`config.mk`:
```
export PLATFORM = sky130hd
export DESIGN_NAME = t05_huff_decode
export DESIGN_NICKNAME = d
export VERILOG_FILES = /design/src/rtl/t05_pkg.sv /design/src/rtl/t05_hd_bitbuf.sv /design/src/rtl/t05_huff_decode.sv
export SDC_FILE = /design/constraint.sdc
export NUM_CORES = 1
export LEC_CHECK = 0
export ABC_CLOCK_PERIOD_IN_PS = 3700
export BUFFER_PORTS_ARGS = -buffer_cell sky130_fd_sc_hd__buf_2
export CAP_MARGIN = 20
export CORE_ASPECT_RATIO = 2
export CORE_MARGIN = 1
export CORE_UTILIZATION = 57
export DETAILED_ROUTE_END_ITERATION = 10
export PLACE_DENSITY = 0.85
export SYNTH_ARGS = -nofsm -noshare
export SYNTH_HDL_FRONTEND = slang
export SYNTH_SLANG_ARGS = --single-unit
```
`constraint.sdc`:
```
create_clock -name clk -period 3.7 [get_ports clk]
set_input_delay 0.37 -clock clk [delete_from_list [all_inputs] [get_ports clk]]
set_output_delay 0.37 -clock clk [all_outputs]
set_load 0.01 [all_outputs]
```
`src/rtl/t05_pkg.sv`:
```
// Shared Huffman-decode definitions: FSM states and node field layout,
// also used by the codebook synthesizer that builds the tree image.
package t05_pkg;

  typedef enum logic [2:0] {
    IDLE     = 3'd0,
    FETCH    = 3'd1,
    NEED_BIT = 3'd2,
    EMIT     = 3'd3,
    DONE     = 3'd4,
    ERR      = 3'd5
  } state_t;

  localparam logic [8:0] NULL_CHILD = 9'h180;
  localparam int NODE_W   = 71;
  localparam int LEFT_HI  = 63;
  localparam int LEFT_LO  = 55;
  localparam int RIGHT_HI = 54;
  localparam int RIGHT_LO = 46;

  // bit8 clear marks a leaf carrying its symbol in [7:0]
  function automatic logic is_leaf(input logic [8:0] c);
    return !c[8];
  endfunction

  function automatic logic is_null(input logic [8:0] c);
    return c == NULL_CHILD;
  endfunction

endpackage

```
`src/rtl/t05_hd_bitbuf.sv`:
```
// Byte-to-bit serializer: one byte plus a bit count, MSB shifted out first.
module t05_hd_bitbuf (
  input  logic       clk,
  input  logic       nrst,
  input  logic       flush,
  input  logic       enable,
  input  logic [7:0] byte_in,
  input  logic       byte_valid,
  output logic       byte_ready,
  input  logic       pop,
  output logic       bit_avail,
  output logic       bit_out
);

  logic [7:0] sh;
  logic [3:0] cnt;

  // loads only when empty and pops only when non-empty, so the two never collide
  assign byte_ready = enable && (cnt == 4'd0);
  assign bit_avail  = (cnt != 4'd0);
  assign bit_out    = sh[7];

  always_ff @(posedge clk or negedge nrst) begin
    if (!nrst) begin
      sh  <= '0;
      cnt <= '0;
    end else if (flush) begin
      sh  <= '0;
      cnt <= '0;
    end else if (byte_ready && byte_valid) begin
      sh  <= byte_in;
      cnt <= 4'd8;
    end else if (pop && bit_avail) begin
      sh  <= {sh[6:0], 1'b0};
      cnt <= cnt - 4'd1;
    end
  end

endmodule

```
`src/rtl/t05_huff_decode.sv`:
```
// Huffman tree-walk decoder: fetches nodes on request, steers by one
// compressed bit per level and emits a symbol at each leaf.
module t05_huff_decode (
  input  logic        clk,
  input  logic        nrst,
  input  logic        start,
  input  logic [6:0]  max_index,
  input  logic [15:0] num_chars,
  input  logic [7:0]  byte_in,
  input  logic        byte_valid,
  output logic        byte_ready,
  output logic        tree_req,
  output logic [6:0]  tree_addr,
  input  logic        tree_ack,
  input  logic [70:0] h_element,
  output logic [7:0]  char_out,
  output logic        char_valid,
  input  logic        char_ready,
  output logic        busy,
  output logic        done,
  output logic        err
);

  import t05_pkg::*;

  state_t      st;
  logic [6:0]  root, node;
  logic [15:0] nchars, count;
  logic [8:0]  lchild, rchild, child;
  logic        ack_seen;
  logic        start_acc, pop, bit_avail, bit_out, flush;
  logic        unused_bits;

  assign unused_bits = ^{h_element[70:64], h_element[45:0]};

  assign start_acc = start && (st == IDLE || st == DONE || st == ERR);
  assign pop       = (st == NEED_BIT) && bit_avail;
  assign child     = bit_out ? rchild : lchild;
  assign flush     = start_acc || (st == DONE);
  assign tree_addr = tree_req ? node : 7'd0;

  t05_hd_bitbuf u_bitbuf (
    .clk        (clk),
    .nrst       (nrst),
    .flush      (flush),
    .enable     (busy),
    .byte_in    (byte_in),
    .byte_valid (byte_valid),
    .byte_ready (byte_ready),
    .pop        (pop),
    .bit_avail  (bit_avail),
    .bit_out    (bit_out)
  );

  always_ff @(posedge clk or negedge nrst) begin
    if (!nrst) begin
      st         <= IDLE;
      root       <= '0;
      node       <= '0;
      nchars     <= '0;
      count      <= '0;
      lchild     <= '0;
      rchild     <= '0;
      ack_seen   <= 1'b0;
      tree_req   <= 1'b0;
      char_out   <= '0;
      char_valid <= 1'b0;
      busy       <= 1'b0;
      done       <= 1'b0;
      err        <= 1'b0;
    end else begin
      case (st)
        IDLE, DONE, ERR: begin
          if (start) begin
            root   <= max_index;
            node   <= max_index;
            nchars <= num_chars;
            count  <= '0;
            err    <= 1'b0;
            if (num_chars == 16'd0) begin
              st   <= DONE;
              done <= 1'b1;
            end else begin
              st       <= FETCH;
              done     <= 1'b0;
              busy     <= 1'b1;
              tree_req <= 1'b1;
              ack_seen <= 1'b0;
            end
          end
        end
        // children are captured on the ack; NEED_BIT follows one cycle later
        FETCH: begin
          if (ack_seen) begin
            ack_seen <= 1'b0;
            st       <= NEED_BIT;
          end else if (tree_ack) begin
            lchild   <= h_element[LEFT_HI:LEFT_LO];
            rchild   <= h_element[RIGHT_HI:RIGHT_LO];
            tree_req <= 1'b0;
            ack_seen <= 1'b1;
          end
        end
        NEED_BIT: begin
          if (bit_avail) begin
            if (is_null(child)) begin
              st   <= ERR;
              err  <= 1'b1;
              busy <= 1'b0;
            end else if (is_leaf(child)) begin
              char_out   <= child[7:0];
              char_valid <= 1'b1;
              st         <= EMIT;
            end else begin
              node     <= child[6:0];
              tree_req <= 1'b1;
              st       <= FETCH;
            end
          end
        end
        EMIT: begin
          if (char_ready) begin
            char_valid <= 1'b0;
            count      <= count + 16'd1;
            if (count + 16'd1 == nchars) begin
              st   <= DONE;
              done <= 1'b1;
              busy <= 1'b0;
            end else begin
              node     <= root;
              tree_req <= 1'b1;
              st       <= FETCH;
            end
          end
        end
        default: st <= IDLE;
      endcase
    end
  end

endmodule

```
=== Yosys cells after proc, flatten, opt, wreduce, memory -nomap -nowiden ===
Index checks and enable logic that the tools add are counted.

* Register bits after elaboration: 93
* Input bits: 108
* Output and inout port bits: 21
* Logic and storage cells: 134

* Add/subtract/negate cells: 2
* Eq/ne operators: 20
* Multiplexer cells: 61
* Bitwise logic cells: 3
* Reductions and logical operators: 32

{| class="wikitable"
|+ Operators with widths
! kind !! count
|-
| $mux 7 || 7
|-
| $mux 16 || 2
|-
| $pmux 16 s2 || 1
|-
| $mux 1 || 28
|-
| $mux 8 || 3
|-
| $ne 2x2->1 const B || 12
|-
| $mux 3 || 7
|-
| $pmux 7 s3 || 1
|-
| $add 16x1->16 const B || 1
|-
| $eq 16x16->1 || 1
|-
| $logic_not 16->1 || 1
|-
| $reduce_and 4->1 || 4
|-
| $reduce_and 7->1 || 2
|-
| $mux 4 || 3
|-
| $pmux 3 s4 || 1
|-
| $reduce_and 10->1 || 1
|-
| $eq 9x9->1 const B || 1
|-
| $mux 9 || 1
|-
| $reduce_and 3->1 || 3
|-
| $pmux 1 s2 || 4
|-
| $reduce_bool 2->1 || 4
|-
| $reduce_bool 4->1 || 2
|-
| $eq 3x2->1 const B || 2
|-
| $eq 3x3->1 const B || 2
|-
| 15 further kinds || 24
|}

=== Depth between registers and ports, before layout ===
* Word-level depth: 6
* Gate-level depth with buffers: 9
* Depth with buffers taken out: 8

=== Modules after synthesis ===
A second synthesis with hierarchy kept.

* Cells, all modules: 578
* Area total of the unflattened synthesis: 5137.4 um2

{| class="wikitable"
|+ By module, submodules not included
! module !! instances !! cells each !! area an instance (um2) !! sequential area each (um2)
|-
| t05_huff_decode || 1 || 506 || 4476.8 || 2026.9
|-
| t05_hd_bitbuf || 1 || 72 || 660.6 || 300.3
|}

=== Worst setup path before layout ===
No wires, ideal clock.

* Kind: reg-to-reg
* Start: reg count[0]
* End: reg node[0]
* Setup time: 125 ps
* Data arrival time: 2339 ps
* Required time: 3575 ps
* Slack: 1236 ps
* Cell stages (with the launch flop): 9
* Buffers on the path: 0
* Period minus slack after synthesis: 2464 ps
* Path through: dfrtp_1 ha_1 nand3_2 nor4_2 xnor2_1 nor4_4 nand2_2 o21ai_4 mux2_4

* Longest elaborated chain between the ends: 4

{| class="wikitable"
|+ RTL lines
! item !! line !! text
|-
| start, declared || t05_huff_decode.sv:28 || <nowiki>logic [15:0] nchars, count;</nowiki>
|-
| start signal, assigned || t05_huff_decode.sv:124 || <nowiki>count <= count + 16'd1;</nowiki>
|-
| $add 16x1->16 || t05_huff_decode.sv:125 || <nowiki>if (count + 16'd1 == nchars) begin</nowiki>
|-
| $eq 16x16->1 || t05_huff_decode.sv:125 ||
|-
| $ne 2x2->1 (no line) || n/a ||
|-
| $reduce_and 7->1 (no line) || n/a ||
|-
| end signal, assigned || t05_huff_decode.sv:76 || <nowiki>node <= max_index;</nowiki>
|-
| end signal, assigned || t05_huff_decode.sv:115 || <nowiki>node <= child[6:0];</nowiki>
|-
| end signal, assigned || t05_huff_decode.sv:130 || <nowiki>node <= root;</nowiki>
|-
| end, declared || t05_huff_decode.sv:27 || <nowiki>logic [6:0] root, node;</nowiki>
|}

Every way passes these cells.
A chain may end at the register's enable or synchronous reset.

=== Final worst setup path ===
* Start: reg count[0]
* End: reg tree_req

* Longest elaborated chain between the ends: 4

{| class="wikitable"
|+ RTL lines
! item !! line !! text
|-
| $add 16x1->16 || t05_huff_decode.sv:125 ||
|-
| $eq 16x16->1 || t05_huff_decode.sv:125 ||
|-
| $ne 2x2->1 (no line) || n/a ||
|-
| $reduce_and 10->1 (no line) || n/a ||
|-
| end signal, assigned || t05_huff_decode.sv:100 || <nowiki>tree_req <= 1'b0;</nowiki>
|-
| end signal, assigned || t05_huff_decode.sv:116 || <nowiki>tree_req <= 1'b1;</nowiki>
|-
| end signal, assigned || t05_huff_decode.sv:131 || <nowiki>tree_req <= 1'b1;</nowiki>
|-
| end, declared || t05_huff_decode.sv:12 || <nowiki>output logic tree_req,</nowiki>
|}

Every way passes these cells.

==> results.cfg <==
[run_status]
status = completed

[synth]
synth_top_cell_area_share_pct = 48.1
synth-xor-area-share_pct = 6.10
synth_compound_area_share_pct = 12.2
synth_area_um2 = 4840
ys_types = 61
yosysMostFrequentCell = dfrtp_1
syn_avg_cell_area_um2 = 10.1
synth_fp_nets = 590
synthSimpleGateAreaFrac_pct = 18.5
async_flop_share_pct = 100
synth_edf_count = 0
synth_adder_area_share_pct = 0.776
yosysTopAreaCell = dfrtp_1
synth_top_family_by_area = simple AND/OR/NAND/NOR gates
synthMuxAreaShare_pct = 11.9
ys_seq_area_share_pct = 48.1
ys_seq_elements = 93
synth_area_leaders = dfrtp_1, nand2_1, mux2_1
synthFlopType = dfrtp_1
synth_cells = 479
yosysWarnings = 0
netlist_top_cells_count = dfrtp_1, nand2_1, nor2_1

[worst_setup_path]
r2r_slack_ps = 730
cp.required_ps = 3930
startpoint_type = flip-flop
crit_type = reg -> reg
worstPathArrival_ps = 3190
endpoint_kind = flip-flop
critPathMaxFanout = 6

[floorplan]
row_count = 47
die_x_um = 67.2
die_h_um = 132
pin_count = 129
core_area_um2 = 8230
start_util_pct = 58.8
die_area_um2 = 8890

[clock_tree]
cts_hold_repair.buffers = 0
clkTransAtPathRegs_ps = 70
numClockSinks = 93
cts_tree = yes
ctsResizeCount = 0
clock_path_buffers = 2
post_cts_buffers = 0
cts_max_level = 3
numCtsBuffers = 9
clk_latency_ps = 340
clock-root-buffer = clkbuf_16

[global_route]
grt_pass1_vias = 4054
grt_pass1_wl_mm = 18.8
overflow = 0
grt_usage_pct = 28.3
antenna_found_initial = 0
grt_max_degree = 80
grt_busiest_layer = met2
use_met2_pct = 48.2
use_met1_pct = 29.9
global_route.usage.met3_pct = 5.02

[routing]
post_drt_wl_per_cell_um = 17.5
drt_iter0_drc = 330
drc = 0
dr_total_vias = 3967
first_pass_iters = 5
viasPerCell = 6.08
postRouteAntennaNets = 0
finalWirelength_mm = 11.4

[timing]
hold_viol_final = 0
slew_headroom_pct = 34.1
final.setup_skew_ps = 11.1
tns_ps = 0
max_freq_mhz = 337
period_share_pct = 80.2
fin_crit_ps = 2970
worst_pin_slew_ps = 988
slew_violations = 0
finalWorstSetupSlack_ps = 733
finalSetupViolCount = 0
rsz0062_at_grt = false

[power]
fin_total_pwr_w = 0.00452
p_leak_nw = 2.50
max-vdd-ir-drop_mv = 0.477
powerDensity_nw_per_um2 = 807

[layout]
layout-drive-gt1-share_pct = 22.3
n_antenna_cell = 0
fin_area_um2 = 5600
postLayoutCoreUtil_pct = 68.1
area_delta_synth_final_pct = 15.8
fin_nets = 661

[place]
io_buffers = 75
place_congestion = 0.874
dp_hpwl_mm = 8.43
dp_slack_ps = 762
place_area_um2 = 5300

[hold_path]
min_path_type = in -> async

[job]
maxCapViolCount = 0
==> path summary, 6_finish.rpt <==
kind,depth (start not counted),startpoint,to
max,8,count[0],tree_req
min,1,nrst,count[13]
max reg2reg,8,count[0],tree_req
min reg2reg,2,root[1],root[1]
max in group asynchronous,2,nrst,busy
min in group clk,3,max_index[1],root[1]
==> flip-flops by register name, summed over array words and instances (netlist names), 4 cells and up <==
signal / count
node: 7
u_bitbuf.sh: 8
nchars: 16
lchild: 9
u_bitbuf.cnt: 4
root: 7
count: 16
char_out: 8
rchild: 9
==> through the flow <==
step	hold slack, ps	instances
after global placement	458	637
after global routing	241	653
after floorplan	74.4	479
after CTS	218	653
after detailed placement	462	637
final	174	653
==> area by class of cell <==
type	count	area, um^2
Inverter	10	37.5
Tap cell	98	123
Fill cell	647	2630
Clock buffer	11	243
Clock inverter	5	58.8
Timing Repair Buffer	80	415
Sequential cell	93	2330
Multi-Input combinational cell	356	2400
==> critical path, cell delays in order, from the launching register on <==
cell and delay (ps):
dfrtp_1 470, ha_1 280, nand3_2 180, nor4_1 590, xnor2_1 230, nand4_1 140, a211oi_1 480, nand4_1 200
a32o_1 280
==> cell families (layout without fill, tap and decap cells) <==
| logic type | after synthesis | count (layout) |
|---|---|---|
| muxes | 50 | 50 |
| xor gates and xnor gates | 32 | 32 |
| DFF | 93 | 93 |
| AOI/OAI and AO/OA | 91 | 91 |
| buffers and inverters | 30 | 106 |
| and+or+nand+nor | 180 | 180 |
| adders and majority gates | 3 | 3 |
==> placed cells by master, fill, tap and decap left out, types with 4 or more instances in the layout <==
cell       synthesis  routed
nor2_1            34      34
inv_1              8       8
mux2_4             7       7
a21oi_1           15      15
a22o_1             4       4
and2_1            11      11
mux2i_1            9       9
dfrtp_1           93      93
and3_1             4       4
nand2_1           77      77
o21ai_0           17      17
nand3_1            9       9
mux2_2            10      10
buf_2              1      74
buf_4              0       6
nor3_1            11      11
nand4_1            6       6
mux2_1            24      24
xnor2_1           25      25
xor2_1             6       6
nor4_1             8       8
o21ai_1           21      21
clkbuf_16          0       9
a311oi_1           7       7
==> report_power, final <==
part           leakage [nW]  internal, W  switching (W)
Combinational          1.20     0.000839       0.000947
Clock                 0.142     0.000544       0.000390
Sequential             1.16      0.00144       0.000365
Total                  2.50      0.00282        0.00170
==> per-layer routing <==
layer  vias up  share of wire (%)
met1      1933                 35
met2       134                 55
li1       1853                  -
met5         -                  0
met4         0                6.1
met3        47                4.1
Power figures use the tool's default switching activity.
